[src/rtl/io_pkg.sv]
// -----------------------------------------------------------------------------
// io_pkg
// Shared definitions for the IO load sequencer: default parameter values and
// the sequencer FSM state encoding.
//
// Configuration macro: IO_TIMEOUT_EN adds the TIMEOUT state to the encoding.
// -----------------------------------------------------------------------------
package io_pkg;

  localparam int DEF_SECTION_SIZE   = 4;
  localparam int DEF_ROW_SIZE       = 16;
  localparam int DEF_ADDR_W         = 10;
  localparam int DEF_TIMEOUT_CYCLES = 1024;

  typedef enum logic [2:0] {
    ST_IDLE    = 3'd0,
    ST_COLLECT = 3'd1,
    ST_DECOMP  = 3'd2,
    ST_WRITE   = 3'd3,
    ST_DONE    = 3'd4
`ifdef IO_TIMEOUT_EN
    ,
    ST_TIMEOUT = 3'd5
`endif
  } state_t;

endpackage : io_pkg

[src/rtl/io_row_assembler.sv]
// -----------------------------------------------------------------------------
// io_row_assembler
// Shifts incoming sections into a row register (first section ends up in the
// MSBs) and counts them; flags the cycle in which the last section of a row is
// accepted.
//
// Ports:
//   clk, rst      clock, asynchronous active-high reset
//   clear         restart the section count (new frame)
//   accept        section valid and taken this cycle
//   section       incoming section
//   row_data      assembled row
//   row_complete  accept of the K-th section of the current row (combinational)
// -----------------------------------------------------------------------------
module io_row_assembler
  import io_pkg::*;
#(
  parameter int SECTION_SIZE = DEF_SECTION_SIZE,
  parameter int ROW_SIZE     = DEF_ROW_SIZE
) (
  input  logic                    clk,
  input  logic                    rst,
  input  logic                    clear,
  input  logic                    accept,
  input  logic [SECTION_SIZE-1:0] section,
  output logic [ROW_SIZE-1:0]     row_data,
  output logic                    row_complete
);

  localparam int K     = ROW_SIZE / SECTION_SIZE;
  localparam int CNT_W = $clog2(K + 1);

  logic [CNT_W-1:0] sec_cnt;

  assign row_complete = accept && (sec_cnt == CNT_W'(K - 1));

  // NOTE: state registers use non-blocking assignments so every flop samples
  // the pre-edge values regardless of process evaluation order.
  always_ff @(posedge clk or posedge rst) begin
    if (rst) begin
      row_data <= '0;
      sec_cnt  <= '0;
    end else begin
      if (accept) begin
        row_data <= (row_data << SECTION_SIZE) | ROW_SIZE'(section);
      end
      if (clear) begin
        sec_cnt <= '0;
      end else if (accept) begin
        // Wrap on the last section so the next row starts from zero.
        sec_cnt <= row_complete ? '0 : sec_cnt + CNT_W'(1);
      end
    end
  end

endmodule : io_row_assembler

[src/rtl/io_load_sequencer.sv]
// -----------------------------------------------------------------------------
// io_load_sequencer
// Collects SECTION_SIZE-bit sections into ROW_SIZE-bit compressed rows, hands
// each row to a decompressor, then writes it to row memory at consecutive
// addresses until frame_rows rows are written.
//
// Ports:
//   clk, rst      clock, asynchronous active-high reset
//   load          level: request/hold a frame load (drop = abort)
//   cnn_img       destination select, latched at load start (-> mem_sel)
//   frame_rows    rows in the frame, latched at load start
//   interrupt     strobe: in_section valid
//   in_section    incoming section
//   decomp_done   decompressor finished strobe
//   decomp_en     one-cycle decompressor start pulse
//   row_data      assembled compressed row
//   mem_we        one-cycle row write strobe
//   mem_addr      row write address (current row count)
//   mem_sel       latched cnn_img
//   busy          not idle
//   done          frame complete, held until load drops
//   overrun       sticky: a section arrived while the row was not collecting
//   error         idle-gap timeout
//
// Configuration macro: IO_TIMEOUT_EN enables the idle-gap counter and TIMEOUT
// state; without it error is constant 0.
// -----------------------------------------------------------------------------
module io_load_sequencer
  import io_pkg::*;
#(
  parameter int SECTION_SIZE   = DEF_SECTION_SIZE,
  parameter int ROW_SIZE       = DEF_ROW_SIZE,
  parameter int ADDR_W         = DEF_ADDR_W,
  parameter int TIMEOUT_CYCLES = DEF_TIMEOUT_CYCLES
) (
  input  logic                    clk,
  input  logic                    rst,
  input  logic                    load,
  input  logic                    cnn_img,
  input  logic [ADDR_W-1:0]       frame_rows,
  input  logic                    interrupt,
  input  logic [SECTION_SIZE-1:0] in_section,
  input  logic                    decomp_done,
  output logic                    decomp_en,
  output logic [ROW_SIZE-1:0]     row_data,
  output logic                    mem_we,
  output logic [ADDR_W-1:0]       mem_addr,
  output logic                    mem_sel,
  output logic                    busy,
  output logic                    done,
  output logic                    overrun,
  output logic                    error
);

  state_t            state, next_state;
  logic [ADDR_W-1:0] row_cnt;
  logic [ADDR_W-1:0] frame_rows_q;
  logic              start;
  logic              accept;
  logic              row_complete;
  logic              last_row;

  assign start    = (state == ST_IDLE) && load;
  // Sections are only taken while collecting and the load is still held.
  assign accept   = (state == ST_COLLECT) && interrupt && load;
  assign last_row = (row_cnt == (frame_rows_q - ADDR_W'(1)));
  assign mem_addr = row_cnt;

  io_row_assembler #(
    .SECTION_SIZE (SECTION_SIZE),
    .ROW_SIZE     (ROW_SIZE)
  ) u_row_assembler (
    .clk          (clk),
    .rst          (rst),
    .clear        (start),
    .accept       (accept),
    .section      (in_section),
    .row_data     (row_data),
    .row_complete (row_complete)
  );

`ifdef IO_TIMEOUT_EN
  localparam int GAP_W = $clog2(TIMEOUT_CYCLES + 1);

  logic [GAP_W-1:0] gap_cnt;
  logic             gap_expired;

  // Fires on the TIMEOUT_CYCLES-th consecutive COLLECT cycle without a section.
  assign gap_expired = (state == ST_COLLECT) && !accept &&
                       (gap_cnt == GAP_W'(TIMEOUT_CYCLES - 1));

  always_ff @(posedge clk or posedge rst) begin
    if (rst) begin
      gap_cnt <= '0;
    end else if ((state != ST_COLLECT) || accept) begin
      gap_cnt <= '0;
    end else begin
      gap_cnt <= gap_cnt + GAP_W'(1);
    end
  end
`endif

  always_ff @(posedge clk or posedge rst) begin
    if (rst) begin
      state <= ST_IDLE;
    end else begin
      state <= next_state;
    end
  end

  always_comb begin
    // NOTE: defaults first, so no branch leaves a signal unassigned and no
    // latch is inferred.
    next_state = state;
    busy       = (state != ST_IDLE);
    done       = 1'b0;
    mem_we     = 1'b0;
    error      = 1'b0;
    case (state)
      ST_IDLE: begin
        if (load) begin
          next_state = (frame_rows == '0) ? ST_DONE : ST_COLLECT;
        end
      end
      ST_COLLECT: begin
        if (!load) begin
          next_state = ST_IDLE;
        end else if (row_complete) begin
          next_state = ST_DECOMP;
`ifdef IO_TIMEOUT_EN
        end else if (gap_expired) begin
          next_state = ST_TIMEOUT;
`endif
        end
      end
      ST_DECOMP: begin
        if (!load) begin
          next_state = ST_IDLE;
        end else if (decomp_done) begin
          next_state = ST_WRITE;
        end
      end
      ST_WRITE: begin
        mem_we = 1'b1;
        if (!load) begin
          next_state = ST_IDLE;
        end else if (last_row) begin
          next_state = ST_DONE;
        end else begin
          next_state = ST_COLLECT;
        end
      end
      ST_DONE: begin
        done = 1'b1;
        if (!load) begin
          next_state = ST_IDLE;
        end
      end
`ifdef IO_TIMEOUT_EN
      ST_TIMEOUT: begin
        error = 1'b1;
        if (!load) begin
          next_state = ST_IDLE;
        end
      end
`endif
      default: next_state = ST_IDLE;
    endcase
  end

  // Frame bookkeeping and the registered decompressor start pulse.
  always_ff @(posedge clk or posedge rst) begin
    if (rst) begin
      row_cnt      <= '0;
      frame_rows_q <= '0;
      mem_sel      <= 1'b0;
      overrun      <= 1'b0;
      decomp_en    <= 1'b0;
    end else begin
      // High only in the first DECOMP cycle, never on an aborted row.
      decomp_en <= (state == ST_COLLECT) && (next_state == ST_DECOMP);
      if (start) begin
        row_cnt      <= '0;
        frame_rows_q <= frame_rows;
        mem_sel      <= cnn_img;
        overrun      <= 1'b0;
      end else begin
        if (state == ST_WRITE) begin
          row_cnt <= row_cnt + ADDR_W'(1);
        end
        if (interrupt && ((state == ST_DECOMP) || (state == ST_WRITE))) begin
          overrun <= 1'b1;
        end
      end
    end
  end

endmodule : io_load_sequencer

[config.mk]
export PLATFORM = sky130hd
export DESIGN_NAME = io_load_sequencer
export DESIGN_NICKNAME = d
export VERILOG_FILES = /design/src/rtl/io_pkg.sv /design/src/rtl/io_row_assembler.sv /design/src/rtl/io_load_sequencer.sv
export SDC_FILE = /design/constraint.sdc
export NUM_CORES = 1
export LEC_CHECK = 0
export ABC_AREA = 1
export BUFFER_PORTS_ARGS = -buffer_cell sky130_fd_sc_hd__buf_2
export CAP_MARGIN = 0
export CORE_ASPECT_RATIO = 2
export CORE_MARGIN = 4
export CORE_UTILIZATION = 50
export CTS_BUF_LIST = sky130_fd_sc_hd__clkbuf_4 sky130_fd_sc_hd__clkbuf_8
export DETAILED_ROUTE_END_ITERATION = 8
export PLACE_DENSITY_LB_ADDON = 0.2
export SETUP_SLACK_MARGIN = 0.05
export SYNTH_ARGS = -nofsm -noshare
export SYNTH_HDL_FRONTEND = slang
export SYNTH_HIERARCHICAL = 1
export SYNTH_SLANG_ARGS = --single-unit
[constraint.sdc]
create_clock -name clk -period 4.44 [get_ports clk]
set_input_delay 0.888 -clock clk [delete_from_list [all_inputs] [get_ports clk]]
set_output_delay 0.888 -clock clk [all_outputs]
set_load 0.1 [all_outputs]
## Yosys cells after proc, flatten, opt, wreduce, memory -nomap -nowiden

Cells that the tools add are included.

- Output and inout bits: 33
- Flip-flop bits (word level): 45
- Word-level logic and storage cells: 51

- Eq/ne operators: 7
- Bitwise logic cells: 1
- Mux-type cells: 19
- Add/sub/neg operators: 3
- Reductions and logical operators: 13

Operators by type and width:

| cell | number |
|---|---|
| 3-bit two-way mux | 12 |
| 10-bit two-way mux | 2 |
| 16-bit by 4-bit bitwise OR with 16-bit output | 1 |
| 3-bit case mux with 5 select lines | 1 |
| 3-bit by 2-bit equality test with 1-bit output (second input constant) | 4 |
| 10-bit by 1-bit adder with 10-bit output (second input constant) | 1 |
| 10-bit equality test | 1 |
| 10-bit zero test | 1 |
| 10-bit by 1-bit subtractor with 10-bit output (second input constant) | 1 |
| 1-bit logical AND | 6 |
| 2-bit nonzero test | 3 |
| 1-bit two-way mux | 4 |
| 3-bit by 1-bit adder with 3-bit output (second input constant) | 1 |
| 3-bit by 1-bit equality test with 1-bit output (second input constant) | 1 |
| 3-bit equality test (second input constant) | 1 |
| 3-bit zero test | 1 |
| 3-bit nonzero test | 1 |
| 1-bit logical OR | 1 |

## Longest topological paths before layout

Gate-level depths: netlist (run 1).

- Depth after elaboration: 9
- Mapped depth: 15
- Depth with buffers taken out: 15

## Hierarchy

The synthesis (run 1) kept the hierarchy.

By module, submodules not included:

| module | instances | cells each | area each (um^2) |
|---|---|---|---|
| io_load_sequencer | 1 | 238 | 1640.3 |
| io_row_assembler | 1 | 83 | 770.7 |

## Worst setup path after synthesis (run 1)

No wires, ideal clock.

- Kind: reg2out
- Start point: register state[1]
- End point: output done
- Arrival time: 1891 ps
- Data required time: 3552 ps
- Stages on the path, launching flop included: 4
- Path slack: 1661 ps
- Cells stage by stage: dfrtp_1 > nor2_1 > inv_1 > nor2_1

- Word-level cells in the longest chain between the ends: 2

Ends and longest elaborated chain:

| item | RTL line | text |
|---|---|---|
| start, declared | io_load_sequencer.sv:55 | `state_t state, next_state;` |
| start signal, assigned | io_load_sequencer.sv:107 | `state <= next_state;` |
| 3-bit equality test | io_load_sequencer.sv:119 | `case (state)` |
| 1-bit two-way mux | io_load_sequencer.sv:119 |  |
| end, declared | io_load_sequencer.sv:50 | `output logic done,` |

No other way between the ends.

## Final worst setup path (run 1)

- Start point: register state[2]
- End point: output mem_we

- Word-level cells in the longest chain between the ends: 2

Ends and longest elaborated chain:

| item | RTL line | text |
|---|---|---|
| 3-bit by 2-bit equality test with 1-bit output | io_load_sequencer.sv:119 |  |
| 1-bit two-way mux | io_load_sequencer.sv:119 |  |
| end, declared | io_load_sequencer.sv:46 | `output logic mem_we,` |

No other way between the ends.

==> metrics.md, run 1 <==
| Metric | Value |
|---|---|
| Clk_skew | `0.00924 ns` |
| Final setup TNS | `0 ns` |
| CP Buf/Inv Count | `3` |
| 1st-pass router iterations | `4` |
| Status | `complete, no violations` |
| GRT Residual Overflow | `0` |
| Vias | `2174` |
| Core area | `4640 um2` |
| Critical path's top delay family | `buffers and inverters` |
| HP Class | `flop to flop` |
| Post-DR wirelength/cell | `13.0 um` |
| Hold slack | `0.477 ns` |
| Crit path cell chain | `inv_2 > nand3_4 > clkinv_2 > buf_2` |
| Synth async-reset ratio | `100%` |
| Hold Fails Final Rpt | `0` |
| Crit start category | `flop` |
| PnR worst setup slack | `2.00 ns` |
| Die W | `57.1 um` |
| Seq cells post-synth | `45` |
| Worst path slowest cell | `dfrtp_1` |
| I/O Pins | `53` |
| Worst Tran Pin Value | `1.00 ns` |
| Peak supply drop | `0.641 mV` |
| Nets@finish | `396` |
| CP max FO | `6` |
| Initial core utilization | `51.9%` |
| Mapped Nets | `344` |
| CP Class | `flop to output pin` |
| Post-synthesis sequential area ratio | `46.7%` |
| Largest net degree at the start of global routing | `27` |
| Final Routed Wirelength | `5570 um` |
| Die height | `106 um` |
| Drt drc | `0` |
| Synth Area in Simple Gates | `33.7%` |
| Main combinational cell family by area after synthesis | `simple AND/OR/NAND/NOR gates` |
| Commonest non-fill, non-tap cells in the layout | `116 x nand2_1, 51 x buf_2, 45 x dfrtp_1` |
| H-tree Lvls | `2` |
| Syn_area_per_cell | `7.51 um2` |
| Power per standard cell area | `561 nW/um2` |
| Count of hold-fix buffers inserted at cts | `0` |
| IO buf count | `51` |
| Vias per cell | `5.07` |
| Leak Pwr | `1.54 nW` |
| Post-detail-place hpwl | `4280 um` |
| Number of global-route vias before repair | `2146` |
| Synth Area in Compound Gates | `7.37%` |
| F_max | `410 MHz` |
| Max Cap Violations | `0` |
| Clock Tree Buf Depth | `2` |
| Ys flop type | `dfrtp_1` |
| Commonest non-fill, non-tap cell in the layout | `nand2_1` |
| Design Area, Final | `2810 um2` |
| Worst slew margin | `33.3%` |
| Post CTS Setup Buffer Count | `0` |
| CTS Sinks | `45` |
| Post-synthesis mux area share | `0%` |
| N_diodes | `0` |
| Initial antenna violation count | `0` |
| Fill count | `479` |
| Crit share post-route | `54.9%` |
| RePlAce Congestion | `0.860` |
| Placed Area | `2690 um2` |
| Post-Synth Adder-Cell Area | `1.56%` |
| Slew Viols, Final | `0` |
| Crit. End Element | `output pin` |
| Mapped Cells | `321` |
| Num CTS Buffers | `5` |
| Post-CTS sizing | `0` |
| Area Growth Syn to Fin | `16.5%` |
| Die Area | `6060 um2` |
| Layout cells sized above 1 | `20.9%` |
| 1st-iter DRT viols | `79` |
| Total GRT Usage | `19.4%` |
| Critical path arrival | `1.55 ns` |
| First-pass GRT wire length | `9280 um` |
| Post-synthesis cell type count | `29` |
| DRT antenna net count | `0` |
| Worst-path clk slew | `0.09 ns` |
| Pwr Total | `1.58 mW` |
| Number of synthesized flops with an enable pin | `0` |
| CP required | `3.55 ns` |
| Root buf cell | `clkbuf_8` |
| RSZ-0062 raised after global routing | `no` |
| Final worst path period need | `2.44 ns` |
| CP peak stage delay | `0.45 ns` |
| CTS tree | `built` |
| Post-Synth XOR/XNOR Area | `1.45%` |
| Synth warnings | `6` |
| # rows | `35` |
| Count of final setup violators | `0` |
| Mapped Area | `2410 um2` |
| Worst-Skew Late Latency | `0.30 ns` |
| Dpl ws | `1.95 ns` |
[tightest hold or removal path, stage by stage, from the launching register on]
cell and delay [ns]:
dfrtp_1 0.35, nand2_1 0.05, nand2_1 0.04
[final timing paths]
check	startpoint	end	slack (ns)	depth (start not counted)
worst max-delay path	state[2]$_DFF_PP0_	mem_we	2.00	4
worst min-delay path	mem_sel$_DFFE_PP0P_	mem_sel$_DFFE_PP0P_	0.48	2
worst max register to register	state[1]$_DFF_PP0_	state[0]$_DFF_PP0_	2.21	8
worst min register to register	mem_sel$_DFFE_PP0P_	mem_sel$_DFFE_PP0P_	0.48	2
max in group asynchronous	rst	state[1]$_DFF_PP0_	3.01	2
min in group asynchronous	rst	u_row_assembler/row_data[5]$_DFFE_PP0P_	0.68	2
[cell usage after synthesis, types with 2 or more instances]
cell / instances / area (um2)
a21oi_1: 8 / 40.0
buf_2: 3 / 15.0
buf_6: 2 / 22.5
dfrtp_1: 45 / 1130
ha_1: 3 / 37.5
inv_1: 37 / 139
inv_2: 4 / 15.0
nand2_1: 116 / 435
nand3_1: 17 / 85.1
nand3_2: 3 / 30.0
nand4_1: 4 / 25.0
nor2_1: 25 / 93.8
nor2_2: 6 / 37.5
nor3_1: 4 / 20.0
nor4_1: 2 / 12.5
o21ai_0: 24 / 120
o21ai_1: 2 / 10.0
or2_1: 3 / 18.8
xor2_1: 3 / 26.3
[per-stage QoR]
| stage | std cells | util, % |
|---|---|---|
| CTS | 429 | 60.5 |
| global placement | 421 | 57.9 |
| detailed placement | 421 | 57.9 |
| global route | 429 | 60.5 |
| finish | 429 | 60.5 |
| floorplan | 321 | - |
[state kept, by name, indices dropped and copies added (netlist names)]
name / count
u_row_assembler/row_data: 16
frame_rows_q: 10
mem_addr: 10
state: 3
u_row_assembler/sec_cnt: 3
decomp_en: 1
mem_sel: 1
overrun: 1
[kinds of logic after synthesis]
group,Yosys count
simple gates,184
flops,45
buf+inv,49
other cells,1
fa+ha+maj,3
compound gates,35
xor+xnor,4
[final cells by class]
cell class	count	area (um2)	share of cell area [%]
clock buffer	6	82.6	2.94
clock inverter	2	37.5	1.34
inverter	42	159	5.66
multi-input combinational	227	1070	38.1
sequential	45	1130	40.1
tap	55	68.8	2.45
timing repair buffer	52	263	9.36
[per-layer routing]
metal / GRT usage [%] / vias up / part of all wire [%]
li1: - / 1102 / -
met4: 8.62 / 0 / 2.9
met5: 0 / - / 0
met3: 4.13 / 15 / 5.3
met1: 20.5 / 994 / 38
met2: 35.4 / 63 / 54
[power by group]
group | leakage [nW] | total [mW] | switching (mW) | internal, mW
registers | 0.590 | 0.543 | 0.0575 | 0.485
clock network | 0.0574 | 0.331 | 0.147 | 0.183
logic | 0.896 | 0.703 | 0.585 | 0.118
total | 1.54 | 1.58 | 0.790 | 0.787
No activity file was read; power rests on OpenSTA's default activity.
==> run 2: changes to the inputs <==
- ABC_AREA: 1 -> 0
- clock period: 4.44 -> 2.3 ns (I/O delays scaled with it)
==> run 2 against run 1 <==
Combinational power rose by 93%. Sequential share of layout area rose by 2.3 points. First-iteration DRC count fell by 66%. Via count fell by 23%. Largest power group unchanged.
==> metrics.md, run 2 <==
| Metric | Value |
|---|---|
| Commonest non-fill, non-tap cell in the layout | `buf_2` |
| Post CTS Setup Buffer Count | `0` |
| Pwr Total | `2.90 mW` |
| Mapped Cells | `202` |
| RSZ-0062 raised after global routing | `no` |
| HP Class | `input pin to async pin` |
| Drt drc | `0` |
| M1 WL | `1550 um` |
| 1st-pass router iterations | `4` |
| DRT antenna net count | `0` |
| PnR worst setup slack | `0.327 ns` |
| CP Class | `flop to output pin` |
| Slew Viols, Final | `0` |
| Worst Tran Pin Value | `0.694 ns` |
| Highest metal used | `met4` |
| Seq cells post-synth | `45` |
| Max Cap Violations | `0` |
| Post-synthesis cell type count | `40` |
| Final worst path period need | `1.97 ns` |
| Worst slew margin | `53.7%` |
| CTS tree | `built` |
| I/O Pins | `53` |
| Root buf cell | `clkbuf_8` |
| Power per standard cell area | `1090 nW/um2` |
| Largest net degree at the start of global routing | `27` |
| Met2 wire len | `2560 um` |
| CP max FO | `5` |
| Share of the synthesized area in the top cell type | `49.8%` |
| Crit start category | `flop` |
| Commonest non-fill, non-tap cells in the layout | `51 x buf_2, 45 x dfrtp_1, 25 x mux2_2` |
| Cell with the most instances after synthesis | `dfrtp_1` |
| Post-layout util | `60.7%` |
| Post-detail-place hpwl | `3540 um` |
| Synth warnings | `6` |
| CTS Sinks | `45` |
| Core area | `4380 um2` |
| Synth async-reset ratio | `100%` |
| Count of hold-fix buffers inserted at cts | `0` |
| Max reg flops | `16` |
| Worst-path clk slew | `0.08 ns` |
| Layout cells sized above 1 | `37.2%` |
| Die height | `103 um` |
| Comb power frac | `47.1%` |
| Placed Area | `2570 um2` |
| Mapped Nets | `225` |
| GRT Residual Overflow | `0` |
| Crit share post-route | `85.8%` |
| Post-CTS sizing | `0` |
| Ranking of synthesized cells by area | `dfrtp_1 50%, mux2_2 12%, xnor2_1 5.8%, nor2_1 2.7%, nand2_1 2.5%` |
| Post-DR wirelength/cell | `14.3 um` |
| H-tree Lvls | `2` |
| Leak Pwr | `1.28 nW` |
| # rows | `34` |
| Number of synthesized flops with an enable pin | `0` |
| Vias per cell | `5.37` |
| Area Growth Syn to Fin | `17.5%` |
| Largest area contributor in the netlist | `dfrtp_1` |
| Clock Tree Buf Depth | `2` |
| Mapped Area | `2260 um2` |
| Die W | `55.6 um` |
| Layout Cells excl Fill | `312` |
| Final setup TNS | `0 ns` |
| Post-synthesis sequential area ratio | `49.8%` |
| Top reg by flops | `u_row_assembler/row_data` |
| Fill count | `394` |
| Number of global-route vias before repair | `1718` |
| Switching share of power | `50.4%` |
| CP required | `1.84 ns` |
| Vias | `1675` |
| Top cells by count, synth | `45 x dfrtp_1, 25 x mux2_2, 16 x nor2_1` |
| Final Routed Wirelength | `4460 um` |
| Count of final setup violators | `0` |
| Internal | `1.44 mW` |
| Design Area, Final | `2660 um2` |
| N_diodes | `0` |
| Critical path arrival | `1.51 ns` |
| Peak supply drop | `0.899 mV` |
| Hold Fails Final Rpt | `0` |
| First-pass GRT wire length | `7790 um` |
| Clock share of power | `16.6%` |
| Placed Cells | `304` |
| Initial antenna violation count | `0` |
| IO buf count | `51` |
| Worst-Skew Late Latency | `0.29 ns` |
| Die Area | `5730 um2` |
| Nets@finish | `280` |
| Clk_skew | `0.00437 ns` |
| Syn_area_per_cell | `11.2 um2` |
| RePlAce Congestion | `0.790` |
| Dpl ws | `0.274 ns` |
| Initial core utilization | `51.6%` |
| Net Sw Power | `1.46 mW` |
| Ys flop type | `dfrtp_1` |
| Num CTS Buffers | `5` |
| Flop pwr share | `36.3%` |
| F_max | `507 MHz` |
| WL met3 | `217 um` |
| Reg2Reg Setup Slack | `0.33 ns` |
| 1st-iter DRT viols | `27` |
| Total GRT Usage | `17.5%` |
| Crit. End Element | `output pin` |
| Status | `complete, no violations` |
| Hold slack | `0.223 ns` |
==> run 2: cell types whose count changed in the layout (fill, tap and decap cells not counted), moves of 5 or more <==
| cell | previous run | this run |
|---|---|---|
| nand2_1 | 116 | 15 |
| o21ai_0 | 24 | 7 |
| nor2_2 | 6 | 1 |
| mux2_2 | 0 | 25 |
| inv_1 | 37 | 7 |
| nor2_1 | 25 | 16 |
| nand3_1 | 17 | 0 |
| nor2b_1 | 0 | 5 |
| xnor2_1 | 1 | 15 |
==> run 2: final cells by class <==
class / count / area (um2) / share of cell area, %
Inverter: 7 / 26.3 / 0.989
Clock inverter: 2 / 10.0 / 0.377
Clock buffer: 6 / 76.3 / 2.87
Sequential cell: 45 / 1130 / 42.4
Tap cell: 54 / 67.6 / 2.54
Multi-Input combinational cell: 142 / 1060 / 39.8
Timing Repair Buffer: 56 / 293 / 11.0
==> run 2: worst paths after layout <==
check | start | end | depth (start not counted)
max | state[2]$_DFF_PP0_ | mem_we | 2
min | rst | mem_addr[3]$_DFFE_PP0P_ | 3
max reg2reg | frame_rows_q[0]$_DFFE_PP0P_ | state[0]$_DFF_PP0_ | 5
min reg2reg | overrun$_DFFE_PP0P_ | overrun$_DFFE_PP0P_ | 2
max in group asynchronous | rst | u_row_assembler/row_data[8]$_DFFE_PP0P_ | 2
min in group clk | frame_rows[0] | frame_rows_q[0]$_DFFE_PP0P_ | 3
==> run 2: worst max-delay path, cell delays in order, from the launching register on <==
cell,delay (ns)
dfrtp_1,0.43
and3b_1,0.33
buf_2,0.46
==> run 2: cell families (layout without fill, tap and decap cells) <==
kind of cell,after synthesis,after routing,share of synthesized area [%]
adders and majority gates,3,3,1.66
muxes,28,28,13.8
buffers and inverters,15,71,3.65
DFF,45,45,49.8
other,1,1,0.166
AOI/OAI and AO/OA,23,23,6.64
and+or+nand+nor,67,67,16.6
xor gates and xnor gates,20,20,7.74
==> run 2: per-layer routing <==
layer / track usage (%) / vias to the layer above
li1: - / 818
met1: 17.4 / 802
met2: 33.4 / 45
met3: 3.63 / 10
met4: 9.74 / 0
met5: 0 / -
==> run 2: power by group through the flow <==
stage / clock network (mW) / logic (mW) / registers [mW]
floorplan: 0 / 0.303 / 1.92
global placement: 0 / 1.36 / 1.07
detailed placement: 0 / 1.38 / 1.07
CTS: 0.502 / 1.38 / 1.05
global route: 0.535 / 1.42 / 1.08
finish: 0.481 / 1.36 / 1.05
==> run 3: changes to the inputs <==
- RECOVER_POWER: unset -> 100
==> run 3 against run 2 <==
Utilization is 1.0 points lower. Via count shrank 0.60%. First-iteration DRC count fell by 19%. Non-clock buffer count stayed put. Register-to-register slack worse by 0.03 ns. Final area down 1.6%. Power down 1.2%. Die area did not move. Worst setup slack lost 0.045 ns. Sequential power is essentially flat.
==> metrics.md, run 3 (synthesis results as in run 2) <==
| Metric | Value |
|---|---|
| Status | `complete, no violations` |
| Final Routed Wirelength | `4480 um` |
| Final setup TNS | `0 ns` |
| CP peak stage delay | `0.89 ns` |
| # rows | `34` |
| Layout Cells excl Fill | `312` |
| Pwr Total | `2.86 mW` |
| Largest net degree at the start of global routing | `27` |
| Critical path arrival | `1.56 ns` |
| RSZ-0062 raised after global routing | `no` |
| Total GRT Usage | `17.5%` |
| Grt met2 use | `33.4%` |
| CP Buf/Inv Count | `1` |
| Initial core utilization | `51.6%` |
| Crit share post-route | `87.7%` |
| Max Cap Violations | `0` |
| Count of final setup violators | `0` |
| Die W | `55.6 um` |
| RR Startpoint | `frame_rows_q[0]$_DFFE_PP0P_` |
| Commonest non-fill, non-tap cells in the layout | `45 x dfrtp_1, 25 x mux2_2, 23 x clkbuf_1` |
| Max reg flops | `16` |
| Commonest non-fill, non-tap cell in the layout | `dfrtp_1` |
| GR Util met3 | `3.63%` |
| Post-DR wirelength/cell | `14.4 um` |
| CP max FO | `3` |
| Top reg by flops | `u_row_assembler/row_data` |
| Layout cells sized above 1 | `27.9%` |
| 1st-iter DRT viols | `22` |
| Worst setup startpoint | `u_row_assembler/row_data[3]$_DFFE_PP0P_` |
| Peak supply drop | `0.871 mV` |
| Leak Pwr | `1.18 nW` |
| Post-detail-place hpwl | `3540 um` |
| Die Area | `5730 um2` |
| IO buf count | `51` |
| Worst path slowest cell | `clkbuf_1` |
| Number of global-route vias before repair | `1718` |
| Nets@finish | `280` |
| Slew Viols, Final | `0` |
| Initial antenna violation count | `0` |
| CTS Sinks | `45` |
| Crit. End Element | `output pin` |
| Hold Fails Final Rpt | `0` |
| Count of hold-fix buffers inserted at cts | `0` |
| Post-CTS sizing | `0` |
| Worst slew margin | `4.85%` |
| First-pass GRT wire length | `7790 um` |
| Area Growth Syn to Fin | `15.5%` |
| CP Class | `flop to output pin` |
| CTS tree | `built` |
| CP required | `1.84 ns` |
| Die height | `103 um` |
| Crit start category | `flop` |
| Critical path's top delay family | `buffers and inverters` |
| Clk_skew | `0.00455 ns` |
| Power per standard cell area | `1090 nW/um2` |
| I/O Pins | `53` |
| F_max | `496 MHz` |
| DRT antenna net count | `0` |
| Placed Cells | `304` |
| Root buf cell | `clkbuf_8` |
| Post CTS Setup Buffer Count | `0` |
| Worst-Skew Late Latency | `0.29 ns` |
| Vias | `1665` |
| H-tree Lvls | `2` |
| GRT Residual Overflow | `0` |
| Num CTS Buffers | `5` |
| 1st-pass router iterations | `4` |
| M1 GR Usage | `17.4%` |
| N_diodes | `0` |
| Core area | `4380 um2` |
| Clock Tree Buf Depth | `2` |
| Final worst path period need | `2.02 ns` |
| Drt drc | `0` |
| Vias per cell | `5.34` |
| Gr busiest metal | `met2` |
| Worst Tran Pin Value | `1.43 ns` |
| RePlAce Congestion | `0.790` |
| Worst-path clk slew | `0.08 ns` |
| HP Class | `input pin to async pin` |
| Crit path cell chain | `clkbuf_1` |
run 3: final timing paths:
path | endpoint | slack, ns | cells past startpoint
max reg2reg | state[0]$_DFF_PP0_ | 0.30 | 5
min | u_row_assembler/row_data[15]$_DFFE_PP0P_ | 0.26 | 2
max | row_data[3] | 0.28 | 1
max in group asynchronous | frame_rows_q[6]$_DFFE_PP0P_ | 0.83 | 3
min in group clk | frame_rows_q[0]$_DFFE_PP0P_ | 0.38 | 3
min reg2reg | u_row_assembler/row_data[14]$_DFFE_PP0P_ | 0.51 | 1
run 3: metrics by stage:
step	util (%)	worst slack, ns	hold WS, ns	area [um2]
2_1_floorplan	-	0.157	0.411	2270
3_3_place_gp	58.7	0.308	0.477	2570
4_1_cts	60.7	0.306	0.229	2660
5_1_grt	59.7	0.158	0.327	2610
6_report	59.7	0.282	0.256	2610
3_5_place_dp	58.7	0.274	0.492	2570
run 3: layer usage:
layer  vias up  routed length [um]  share of wire, %
li1        819                   -                 -
met1       792                1570                35
met2        44                2540                57
met3        10                 228               5.1
met4         0                 137               3.1
met5         -                   0                 0
run 3: where the power goes:
group	total (mW)	switching (mW)	internal [mW]
sequential	1.05	0.115	0.939
clock	0.481	0.258	0.223
combinational	1.32	1.09	0.233
run 3: area by class of cell:
cell class	instances	area (um2)
well taps	54	67.6
repair buffers	56	254
multi-input cells	142	1050
inverters	7	26.3
flip-flops and latches	45	1130
clock buffers	6	76.3
fillers	397	1770
clock inverters	2	10.0
